[src/rtl/merge_pkg.sv]
// merge_pkg: definitions shared by the merge-stage blocks.
//   DATA_W   - default word width, shared with fifoMerge
//   ptr_w()  - bit width of a read/write pointer for a given depth
//   lvl_w()  - bit width of an occupancy count 0..depth, i.e. clog2(depth+1)
package merge_pkg;

  localparam int DATA_W = 8;

  // A pointer only has to address entries 0..depth-1, but it must be at
  // least one bit wide, even when depth is small.
  function automatic int ptr_w(input int depth);
    return (depth <= 2) ? 1 : $clog2(depth);
  endfunction

  // Level has to represent the full value depth, hence depth+1 codes.
  function automatic int lvl_w(input int depth);
    return $clog2(depth + 1);
  endfunction

endpackage

[src/rtl/merge_fifo_ram.sv]
// merge_fifo_ram: storage array for merge_fifo.
//   clock - write clock (rising edge)
//   we    - write enable; wdata is stored at waddr on the edge
//   waddr - write address, 0..depth-1
//   wdata - write data
//   raddr - read address (combinational read port)
//   rdata - word currently stored at raddr
// The array has no reset; stale contents are hidden by the owner's level
// bookkeeping.
module merge_fifo_ram
  import merge_pkg::*;
#(
  parameter int width = DATA_W,
  parameter int depth = 4,
  parameter int aw    = ptr_w(depth)
) (
  input  logic             clock,
  input  logic             we,
  input  logic [aw-1:0]    waddr,
  input  logic [width-1:0] wdata,
  input  logic [aw-1:0]    raddr,
  output logic [width-1:0] rdata
);

  logic [width-1:0] mem [depth];

  always_ff @(posedge clock) begin
    if (we) begin
      mem[waddr] <= wdata;
    end
  end

  assign rdata = mem[raddr];

endmodule

[src/rtl/merge_fifo.sv]
// merge_fifo: first-word-fall-through synchronous FIFO between merge stages.
//   clock     - sole clock, rising edge
//   reset     - asynchronous, active-high reset
//   push_n    - active-low write strobe
//   dataIn    - write data, stored on the edge when the push is accepted
//   pop_n     - active-low read strobe
//   dataOut   - head word, shown combinationally; zero while empty
//   full      - level == depth
//   empty     - level == 0
//   level     - occupancy, 0..depth
//   overflow  - sticky, a push was rejected (cleared only by reset)
//   underflow - sticky, a pop was rejected (cleared only by reset)
//
// Strobe handshake: each strobe is a request sampled on the rising edge.
// A pop is accepted when the FIFO holds a word. A push is accepted when
// there is room, or when a pop is accepted on the same edge (the freed slot
// is reused). An accepted request takes effect on that edge. A request
// that is not accepted changes no data and sets its sticky flag. There is
// no back-pressure wait: the producer sees full/empty and the sticky flags.
module merge_fifo
  import merge_pkg::*;
#(
  parameter int width = DATA_W,
  parameter int depth = 4
) (
  input  logic                       clock,
  input  logic                       reset,
  input  logic                       push_n,
  input  logic [width-1:0]           dataIn,
  input  logic                       pop_n,
  output logic [width-1:0]           dataOut,
  output logic                       full,
  output logic                       empty,
  output logic [$clog2(depth+1)-1:0] level,
  output logic                       overflow,
  output logic                       underflow
);

  localparam int PW = ptr_w(depth);
  localparam int LW = lvl_w(depth);

  typedef logic [PW-1:0] ptr_t;
  typedef logic [LW-1:0] lvl_t;

  ptr_t             wr_ptr;
  ptr_t             rd_ptr;
  lvl_t             lvl_q;
  logic             push_ok;
  logic             pop_ok;
  logic [width-1:0] rd_data;

  // Depth need not be a power of two, so the wrap is an explicit compare
  // rather than relying on pointer overflow.
  function automatic ptr_t ptr_inc(input ptr_t p);
    return (p == ptr_t'(depth - 1)) ? '0 : p + ptr_t'(1);
  endfunction

  // Status is decoded from the registered level only.
  assign empty = (lvl_q == '0);
  assign full  = (lvl_q == lvl_t'(depth));
  assign level = lvl_q;

  // A pop on an empty FIFO never succeeds, even alongside a push.
  // A push on a full FIFO succeeds only if a pop frees the head slot.
  assign pop_ok  = !pop_n && !empty;
  assign push_ok = !push_n && (!full || pop_ok);

  always_ff @(posedge clock or posedge reset) begin
    if (reset) begin
      wr_ptr    <= '0;
      rd_ptr    <= '0;
      lvl_q     <= '0;
      overflow  <= 1'b0;
      underflow <= 1'b0;
    end else begin
      if (push_ok) begin
        wr_ptr <= ptr_inc(wr_ptr);
      end
      if (pop_ok) begin
        rd_ptr <= ptr_inc(rd_ptr);
      end
      case ({push_ok, pop_ok})
        2'b10:   lvl_q <= lvl_q + lvl_t'(1);
        2'b01:   lvl_q <= lvl_q - lvl_t'(1);
        default: lvl_q <= lvl_q;
      endcase
      if (!push_n && !push_ok) begin
        overflow <= 1'b1;
      end
      if (!pop_n && !pop_ok) begin
        underflow <= 1'b1;
      end
    end
  end

  merge_fifo_ram #(
    .width (width),
    .depth (depth),
    .aw    (PW)
  ) u_ram (
    .clock (clock),
    .we    (push_ok),
    .waddr (wr_ptr),
    .wdata (dataIn),
    .raddr (rd_ptr),
    .rdata (rd_data)
  );

  // The array is not reset, so the head is masked to zero while empty.
  assign dataOut = empty ? '0 : rd_data;

endmodule

[config.mk]
export PLATFORM = sky130hd
export DESIGN_NAME = merge_fifo
export DESIGN_NICKNAME = d
export VERILOG_FILES = /design/src/rtl/merge_pkg.sv /design/src/rtl/merge_fifo_ram.sv /design/src/rtl/merge_fifo.sv
export SDC_FILE = /design/constraint.sdc
export NUM_CORES = 1
export LEC_CHECK = 0
export ABC_CLOCK_PERIOD_IN_PS = 4700
export CAP_MARGIN = 20
export CORE_MARGIN = 1
export CORE_UTILIZATION = 30
export CTS_BUF_LIST = sky130_fd_sc_hd__clkbuf_4 sky130_fd_sc_hd__clkbuf_8
export CTS_CLUSTER_SIZE = 28
export DETAILED_ROUTE_END_ITERATION = 8
export PLACE_DENSITY = 0.57
export RECOVER_POWER = 25
export SLEW_MARGIN = 5
export SYNTH_ARGS = -nofsm -noshare
export SYNTH_HDL_FRONTEND = slang
export SYNTH_HIERARCHICAL = 1
export SYNTH_SLANG_ARGS = --single-unit
[constraint.sdc]
create_clock -name clock -period 4.7 [get_ports clock]
set_input_delay 0.94 -clock clock [delete_from_list [all_inputs] [get_ports clock]]
set_output_delay 0.94 -clock clock [all_outputs]
set_load 0.01 [all_outputs]
Yosys cells after proc, flatten, opt, wreduce, memory -nomap -nowiden
Memory sizes are Yosys's and may differ from the RTL's.
Cells that the tools add are included.
- bits of input ports: 12
- memories kept: 1
- memory bits (read-only): 0
- output and inout port bits: 15
- bits in latches: 0
- logic and storage cells: 34
- flip-flop bits (word level): 9
- memory bits (writable): 32
- bitwise gates (word level): 0
- $add $sub $neg: 4
- $mul: 0
- equality and inequality tests: 5
- magnitude comparators: 0
- shifts and indexed selects: 0
- reduce and logical (&&, ||, !) cells: 13
- multiplexer cells: 6
- div/mod/pow operators: 0
- memory list (name ; words ; width ; read ports ; clocked after memory_dff ; write ports ; RTL line ; text):
    u_ram.mem ; 4 ; 8 ; 1 ; 0 ; 1 ; merge_fifo_ram.sv:25 ; logic [width-1:0] mem [depth];
- operators with widths (operator ; count):
    2-to-1 mux 8 bit ; 1
    == test 2 bit, second input constant ; 3
    zero test 1 bit ; 6
    case mux 3 bit (2 select lines) ; 1
    adder 2 x 1 -> 2 bit, second input constant ; 2
    logical AND 1 bit ; 4
    2-to-1 mux 2 bit ; 2
    adder 3 x 1 -> 3 bit, second input constant ; 1
    == test 3 bit, second input constant ; 1
    zero test 3 bit ; 1
    subtractor 3 x 1 -> 3 bit, second input constant ; 1
    == test 2 x 1 -> 1 bit, second input constant ; 1
    2-to-1 mux 1 bit ; 2
    nonzero test 2 bit ; 1
    logical OR 1 bit ; 1

Logic depth before layout (Yosys ltp)
Gate-level depths: netlist (run 1).
- depth after elaboration: 7
- mapped depth: 7
- mapped depth without buffers: 7

By module
The synthesis (run 1) kept the hierarchy.
- by module, submodules not included (module ; times used ; area an instance (um2) ; cells an instance ; seq. area each (um2)):
    merge_fifo_ram ; 1 ; 1188.6 ; 46 ; 960.9
    merge_fifo ; 1 ; 630.6 ; 60 ; 225.2

Worst setup path after synthesis (run 1)
No wires, ideal clock.
- path type: input port to flip-flop
- start point: in pop_n
- end point: mem u_ram/mem[0][0] (netlist bit) (enable)
- arrival time: 1.995 ns
- path buffers: 1
- stages on the path: 3
- setup time: 0.385 ns
- required time: 4.315 ns
- path slack: 2.320 ns
- path through: clkbuf_8 a31oi_4 nor3b_1
- cells in the longest elaborated chain, start to end: 6
- RTL lines (what ; RTL line ; text):
    start, declared ; merge_fifo.sv:30 ; input logic pop_n,
    zero test 1 bit ; merge_fifo.sv:65 ; assign pop_ok = !pop_n && !empty;
    logical AND 1 bit ; merge_fifo.sv:65 ;
    logical OR 1 bit ; merge_fifo.sv:66 ; assign push_ok = !push_n && (!full || pop_ok);
    logical AND 1 bit ; merge_fifo.sv:66 ;
    via push_ok ; merge_fifo.sv:48 ; logic push_ok;
    2-to-1 mux 1 bit ; merge_fifo_ram.sv:28 ; if (we) begin
    2-to-1 mux 1 bit (not written as such) ; merge_fifo_ram.sv:29 ; mem[waddr] <= wdata;
    end, declared ; merge_fifo_ram.sv:25 ;
The timed path passes the listed nets, and every way through them passes these cells.

Worst setup path in the final report (run 1)
- start point: reg rd_ptr[0]
- end point: out dataOut[3]
- cells in the longest elaborated chain, start to end: 2
- RTL lines (what ; RTL line ; text):
    start, declared ; merge_fifo.sv:46 ; ptr_t rd_ptr;
    start signal, assigned ; merge_fifo.sv:80 ; rd_ptr <= ptr_inc(rd_ptr);
    memory read (4 x 8 bit) ; - ;
    via rd_data[3] ; merge_fifo.sv:50 ; logic [width-1:0] rd_data;
    2-to-1 mux 8 bit ; merge_fifo.sv:110 ; assign dataOut = empty ? '0 : rd_data;
    end, declared ; merge_fifo.sv:31 ; output logic [width-1:0] dataOut,
The timed path passes the listed nets, and every way through them passes these cells.

==> results of run 1 <==
## area by class of cell
class                   instances  area share (%)
clock buffers                   5            3.06
clock inverters                 3            1.83
multi-input cells              55            25.3
diodes                          1           0.111
repair buffers                 27            11.9
well taps                      72            4.00
inverters                       6            1.11
flip-flops and latches         41            52.7
## worst reg2reg max path, stage by stage (launching register included)
cell and delay (ns):
dfrtp_1 0.49, inv_1 0.13, nand2_2 0.13, nand2_1 0.08, fa_1 0.41, nor2_1 0.16, a221o_1 0.17, o311ai_0 0.13
## through the flow
| stage | worst slack, ns | hold WS, ns | total power, W | util [%] | cells |
|---|---|---|---|---|---|
| after global placement | 1.74 | 0.462 | 0.00115 | 37.7 | 201 |
| after floorplan | 2.32 | 0.508 | 0.000929 | - | 106 |
| after CTS | 1.40 | 0.487 | 0.00144 | 39.6 | 209 |
| after global routing | 1.32 | 0.522 | 0.00151 | 39.7 | 210 |
| after detailed placement | 1.67 | 0.464 | 0.00117 | 37.7 | 201 |
| final | 1.46 | 0.480 | 0.00142 | 39.7 | 210 |
## cell usage after synthesis (all sizes together)
master | n | share of area, %
mux4 | 8 | 9.9
buf | 2 | 1.0
o32ai | 1 | 0.48
nor2b | 1 | 0.34
clkbuf | 2 | 1.0
nand2 | 5 | 1.2
fa | 1 | 1.1
a31oi | 1 | 1.2
o311ai | 1 | 0.48
ha | 2 | 1.4
inv | 6 | 1.4
a21oi | 1 | 0.27
xnor2 | 1 | 0.48
nor3b | 1 | 0.41
and2b | 9 | 3.9
and3b | 2 | 0.96
a22oi | 1 | 0.41
a31o | 1 | 0.48
dfrtp | 9 | 12
a221o | 1 | 0.55
nor3 | 2 | 0.55
o211ai | 1 | 0.41
edfxtp | 32 | 53
or3b | 1 | 0.48
mux2 | 4 | 2.9
o21ai | 1 | 0.27
o21bai | 1 | 0.41
xor2 | 1 | 0.48
and3 | 1 | 0.34
nor2 | 6 | 2.1
## logic make-up after synthesis
family          after synthesis  share of synthesized area [%]
flops                        41                           65.2
simple gates                 28                           10.2
compound gates               10                           4.95
mux                          12                           12.8
fa+ha+maj                     3                           2.48
buf+inv                      10                           3.44
xor+xnor                      2                          0.963
## flip-flops by register name, indices dropped and copies added, names as in the netlist
register   count
rd_ptr         2
underflow      1
level          3
wr_ptr         2
u_ram/mem     32
overflow       1
## where the power goes
part / switching (W) / leakage [nW] / internal, W
Combinational: 0.000226 / 0.351 / 0.000339
Sequential: 0.0000950 / 0.396 / 0.000487
Clock: 0.000115 / 0.0518 / 0.000156
## final timing paths
path,start,to,slack [ns],cells after the start
hold reg to reg,overflow$_DFFE_PP0P_,overflow$_DFFE_PP0P_,0.48,1
setup / recovery,rd_ptr[0]$_DFFE_PP0P_,dataOut[3],1.46,3
min in group asynchronous,reset,level[1]$_DFFE_PP0P_,1.05,2
setup reg to reg,level[2]$_DFFE_PP0P_,level[2]$_DFFE_PP0P_,2.86,7
hold / removal,overflow$_DFFE_PP0P_,overflow$_DFFE_PP0P_,0.48,1
max in group asynchronous,reset,wr_ptr[0]$_DFFE_PP0P_,3.38,2
## layer usage
metal  vias to the layer above  global-route usage [%]
met5                         -                       0
met1                       512                    11.9
met3                         8                    3.66
met2                        30                    19.4
met4                         0                    4.82
li1                        465                       -
==> metrics.md, run 1 <==
| Metric | Value |
|---|---|
| Top layer in use | `met4` |
| GP Congestion | `0.810` |
| Min-Delay Path Class | `register to register` |
| Commonest cells after routing, fill and taps aside | `edfxtp_1 (32), clkdlybuf4s50_1 (20), dfrtp_1 (9), mux4_2 (8), and2b_1 (7)` |
| Antenna violations before repair | `1` |
| Die area | `between 6000 and 7000 µm²` |
| Static leakage | `around 0.80 nW` |
| Tcrit/Tclk final | `68.9%` |
| Distinct cell type count after synthesis | `37` |
| Clock Tree Root | `clkbuf_8` |
| Antenna Nets Post-Route | `0` |
| Final Max Slew Viols | `0` |
| Critical Path RT | `between 3 and 4 ns` |
| Vias in the first global route | `about 1000` |
| Wirelength per Cell | `about 15 µm` |
| Met1 WL | `1310 µm` |
| Post-layout min period | `roughly 3.2 ns` |
| Max Fclk | `between 300 and 400 MHz` |
| Pin count of the biggest net entering global routing | `14` |
| Critical path's largest stage delay | `roughly 0.76 ns` |
| Drt drc | `0` |
| Area growth syn-to-layout | `23.8%` |
| Later-pin clock latency in the skew report | `between 0.2 and 0.3 ns` |
| Commonest non-fill, non-tap cell in the layout | `edfxtp_1` |
| Cells after Synth | `about 110` |
| IR drop worst, VDD | `247 µV` |
| Multi-input gate area | `between 500 and 600 µm²` |
| Buf/Inv on CP | `1` |
| Via density | `4.83` |
| Syn_area_per_cell | `17.2 µm²` |
| Slew margin rel. | `a little under three fifths` |
| Nets | `between 150 and 200` |
| # hold bufs at CTS | `0` |
| Crit start category | `register` |
| Worst setup EP type | `output port` |
| Post-CTS Setup Bufs | `0` |
| Crit path DAT | `2.30 ns` |
| WL met3 | `between 150 and 200 µm` |
| TritonCTS sink count | `41` |
| Grt total ovfl | `0` |
| Post-DP HPWL | `2130 µm` |
| Port buffer count | `26` |
| Initial Util | `32.1%` |
| Final setup viols | `0` |
| Cts repair resizes | `0` |
| Fill count | `roughly 520` |
| Critical-path cell list | `mux4_2 -> and2b_2 -> clkdlybuf4s50_1` |
| CP top delay family | `flip-flops` |
| Slowest cell on the critical path | `dfrtp_1` |
| Core Rows | `27` |
| Worst slew pin tran | `approximately 0.64 ns` |
| Cell area after placement | `about 2100 µm²` |
| Routed WL | `roughly 3200 µm` |
| Met2 routed WL | `1630 µm` |
| GRT Total Usage | `~11%` |
| Syn nets | `between 100 and 150` |
| Design area | `2250 µm²` |
| Mapped Area | `1820 µm²` |
| DRT iter0 DRCs | `45` |
| Clock transition at path regs | `roughly 0.08 ns` |
| Clk buf depth | `2` |
| Routed vias | `~1000` |
| YS warnings | `6` |
| Register area share after synthesis | `between 60% and 70%` |
| Global-route wire length before repair | `4930 µm` |
| Io pins | `27` |
| DIE WIDTH | `approximately 80 µm` |
| FF+latch count, synth | `slightly above 40` |
| Max_cap viols | `0` |
| TritonCTS buffer count | `5` |
| Die Y-Extent | `approximately 80 µm` |
| Crit-path max FO | `11` |
| Register area | `1190 µm²` |
| RSZ-0062 raised after global routing | `no` |
| CTS HTree Levels | `2` |
| WS Path Type | `register to output port` |
| Core ar. | `between 5000 and 6000 µm²` |
| Final Hold Fails | `0` |
| Final setup skew | `0.00398 ns` |
| CTS tree | `built` |
| Outcome | `completed` |
| Post-route setup TNS | `0 ns` |
| P per Cell Area | `between 600 and 700 nW/µm²` |
| Layout cells sized above 1 | `~20%` |
| DR pass1 iterations | `4` |
Power figures use the tool's default switching activity.
==> run 2: changes to the inputs <==
--- a/config.mk
+++ b/config.mk
@@ -5,7 +5,7 @@
 export SDC_FILE = /design/constraint.sdc
 export NUM_CORES = 1
 export LEC_CHECK = 0
-export ABC_CLOCK_PERIOD_IN_PS = 4700
+export ABC_CLOCK_PERIOD_IN_PS = 3000
 export CAP_MARGIN = 20
 export CORE_MARGIN = 1
 export CORE_UTILIZATION = 30
==> constraint.sdc (replaced) <==
create_clock -name clock -period 3 [get_ports clock]
set_input_delay 0.6 -clock clock [delete_from_list [all_inputs] [get_ports clock]]
set_output_delay 0.6 -clock clock [all_outputs]
set_load 0.01 [all_outputs]
==> metrics.md, run 2 (same netlist as run 1, synthesis figures left out) <==
| Metric | Value |
|---|---|
| Critical Path RT | `2.40 ns (was 3.76 ns)` |
| CP Launch Point | `rd_ptr[0]$_DFFE_PP0P_ (unchanged)` |
| DIE WIDTH | `79.9 µm (unchanged)` |
| Static leakage | `0.802 nW (was 0.799 nW)` |
| Global-route wire length before repair | `5170 µm (was 4930 µm)` |
| Pin count of the biggest net entering global routing | `14 (unchanged)` |
| Min-delay src | `overflow$_DFFE_PP0P_ (unchanged)` |
| Via density | `4.66 (was 4.83)` |
| Crit path DAT | `2.26 ns (was 2.30 ns)` |
| Crit-path max FO | `11 (unchanged)` |
| Slew margin rel. | `59.5% (was 57.6%)` |
| Clock Tree Root | `clkbuf_8 (unchanged)` |
| Min-Delay Path Class | `register to register (unchanged)` |
| Reg with most FFs | `u_ram/mem (unchanged)` |
| Max reg flops | `32 (unchanged)` |
| GRT Total Usage | `11.2% (was 11.0%)` |
| Max Fclk | `roughly 350 MHz` |
| TritonCTS buffer count | `5 (unchanged)` |
| GP Congestion | `0.813 (was 0.810)` |
| Later-pin clock latency in the skew report | `0.29 ns (about the same)` |
| CTS HTree Levels | `2 (unchanged)` |
| Pre-CTS setup slack | `0.421 ns (was 1.67 ns)` |
| P per Cell Area | `956 nW/µm² (was 630 nW/µm²)` |
| Final setup viols | `0 (unchanged)` |
| Die Y-Extent | `79.9 µm (unchanged)` |
| Core Rows | `27 (unchanged)` |
| Worst setup EP type | `output port (unchanged)` |
| Port buffer count | `26 (unchanged)` |
| Post-route setup TNS | `0 ns (unchanged)` |
| Area growth syn-to-layout | `23.2% (was 23.8%)` |
| Clock transition at path regs | `0.07 ns (was 0.08 ns)` |
| Tcrit/Tclk final | `95.2%` |
| Final setup margin | `0.144 ns (was 1.46 ns)` |
| CTS tree | `built (unchanged)` |
| Final Hold Fails | `0 (unchanged)` |
| Max_cap viols | `0 (unchanged)` |
| Routed WL | `3180 µm (was 3160 µm)` |
| Layout cells sized above 1 | `21.6% (was 20.4%)` |
| # hold bufs at CTS | `0 (unchanged)` |
| Antenna violations before repair | `0 (was 1)` |
| DR pass1 iterations | `4 (unchanged)` |
| TritonCTS sink count | `41 (unchanged)` |
| Grt total ovfl | `0 (unchanged)` |
| Outcome | `completed (unchanged)` |
| Clk buf depth | `2 (unchanged)` |
| Post-DP HPWL | `2160 µm (was 2130 µm)` |
| Initial Util | `32.1% (unchanged)` |
| Final setup skew | `0.00519 ns (was 0.00398 ns)` |
| Post-layout min period | `between 2 and 3 ns` |
| Reg2Reg Launch Point | `level[2]$_DFFE_PP0P_ (unchanged)` |
| WS Path Type | `register to output port (unchanged)` |
| Commonest non-fill, non-tap cell in the layout | `edfxtp_1 (unchanged)` |
| Post-CTS Setup Bufs | `0 (unchanged)` |
| Final Max Slew Viols | `0 (unchanged)` |
| Cts repair resizes | `0 (unchanged)` |
| Io pins | `27 (unchanged)` |
| Worst slew pin tran | `0.608 ns (was 0.636 ns)` |
| Wirelength per Cell | `15.1 µm (was 15.0 µm)` |
| Die area | `6380 µm² (unchanged)` |
| Drt drc | `0 (unchanged)` |
| DRT iter0 DRCs | `46 (was 45)` |
| N_diodes | `0 (was 1)` |
| Core ar. | `5680 µm² (unchanged)` |
| Crit start category | `register (unchanged)` |
| Commonest cells after routing, fill and taps aside | `edfxtp_1 (32), clkdlybuf4s50_1 (21), dfrtp_1 (9), mux4_2 (8), and2b_1 (7) (was edfxtp_1 (32), clkdlybuf4s50_1 (20), dfrtp_1 (9), mux4_2 (8), and2b_1 (7))` |
| Vias in the first global route | `1079 (was 1021)` |
| Routed vias | `983 (was 1015)` |
| IR drop worst, VDD | `559 µV (was 247 µV)` |
| Nets | `153 (was 151)` |
| RSZ-0062 raised after global routing | `no (unchanged)` |
| Antenna Nets Post-Route | `0 (unchanged)` |
==> run 2: cell count changes in the layout (fill, tap and decap cells not counted) <==
cell and delta:
bufinv_16 -1, clkinv_4 +1, clkdlybuf4s50_1 +1, clkinv_2 +1, buf_4 +2, dlygate4sd3_1 -1, clkinvlp_4 -1, diode_2 -1
==> run 2: metal layers <==
metal  routed length, µm  up-vias  global-route usage [%]
li1                    -      469                       -
met1                1470      482                    13.0
met2                1520       28                    19.3
met3                 142        4                    2.97
met4                  46        0                    4.82
met5                   0        -                       0
==> run 2: layout make-up <==
cell class | instances | area [µm²]
fill | 538 | 3430
sequential | 41 | 1190
multi-input combinational | 55 | 571
timing repair buffer | 29 | 283
tap | 72 | 90.1
clock buffer | 5 | 68.8
inverter | 6 | 25.0
clock inverter | 3 | 17.5
==> run 2: final timing paths <==
path                                          to  slack (ns)  depth (start not counted)
setup / recovery                      dataOut[3]        0.14                          3
hold / removal              overflow$_DFFE_PP0P_        0.49                          1
setup reg to reg            level[2]$_DFFE_PP0P_        1.17                          7
hold reg to reg             overflow$_DFFE_PP0P_        0.49                          1
max in group asynchronous  wr_ptr[0]$_DFFE_PP0P_        2.00                          2
min in group asynchronous  underflow$_DFFE_PP0P_        0.73                          2
==> run 2: stage by stage <==
step / power, W / utilization, % / cell area [µm²] / hold slack [ns] / instances
after floorplan: 0.00146 / - / 1820 / 0.428 / 106
after global placement: 0.00180 / 38.0 / 2150 / 0.460 / 203
after detailed placement: 0.00183 / 38.0 / 2150 / 0.470 / 203
after CTS: 0.00218 / 39.5 / 2240 / 0.492 / 211
after global routing: 0.00229 / 39.5 / 2240 / 0.509 / 211
final: 0.00214 / 39.5 / 2240 / 0.488 / 211
==> run 2: power by group <==
group | total (W) | switching (W) | internal (W)
Sequential | 0.000912 | 0.000148 | 0.000763
Combinational | 0.000890 | 0.000354 | 0.000536
Clock | 0.000341 | 0.000181 | 0.000161
==> run 2: critical path: stages, from the launching register on <==
cell and delay (ns):
dfrtp_1 0.73, mux4_2 0.57, and2b_2 0.21, clkdlybuf4s50_1 0.47
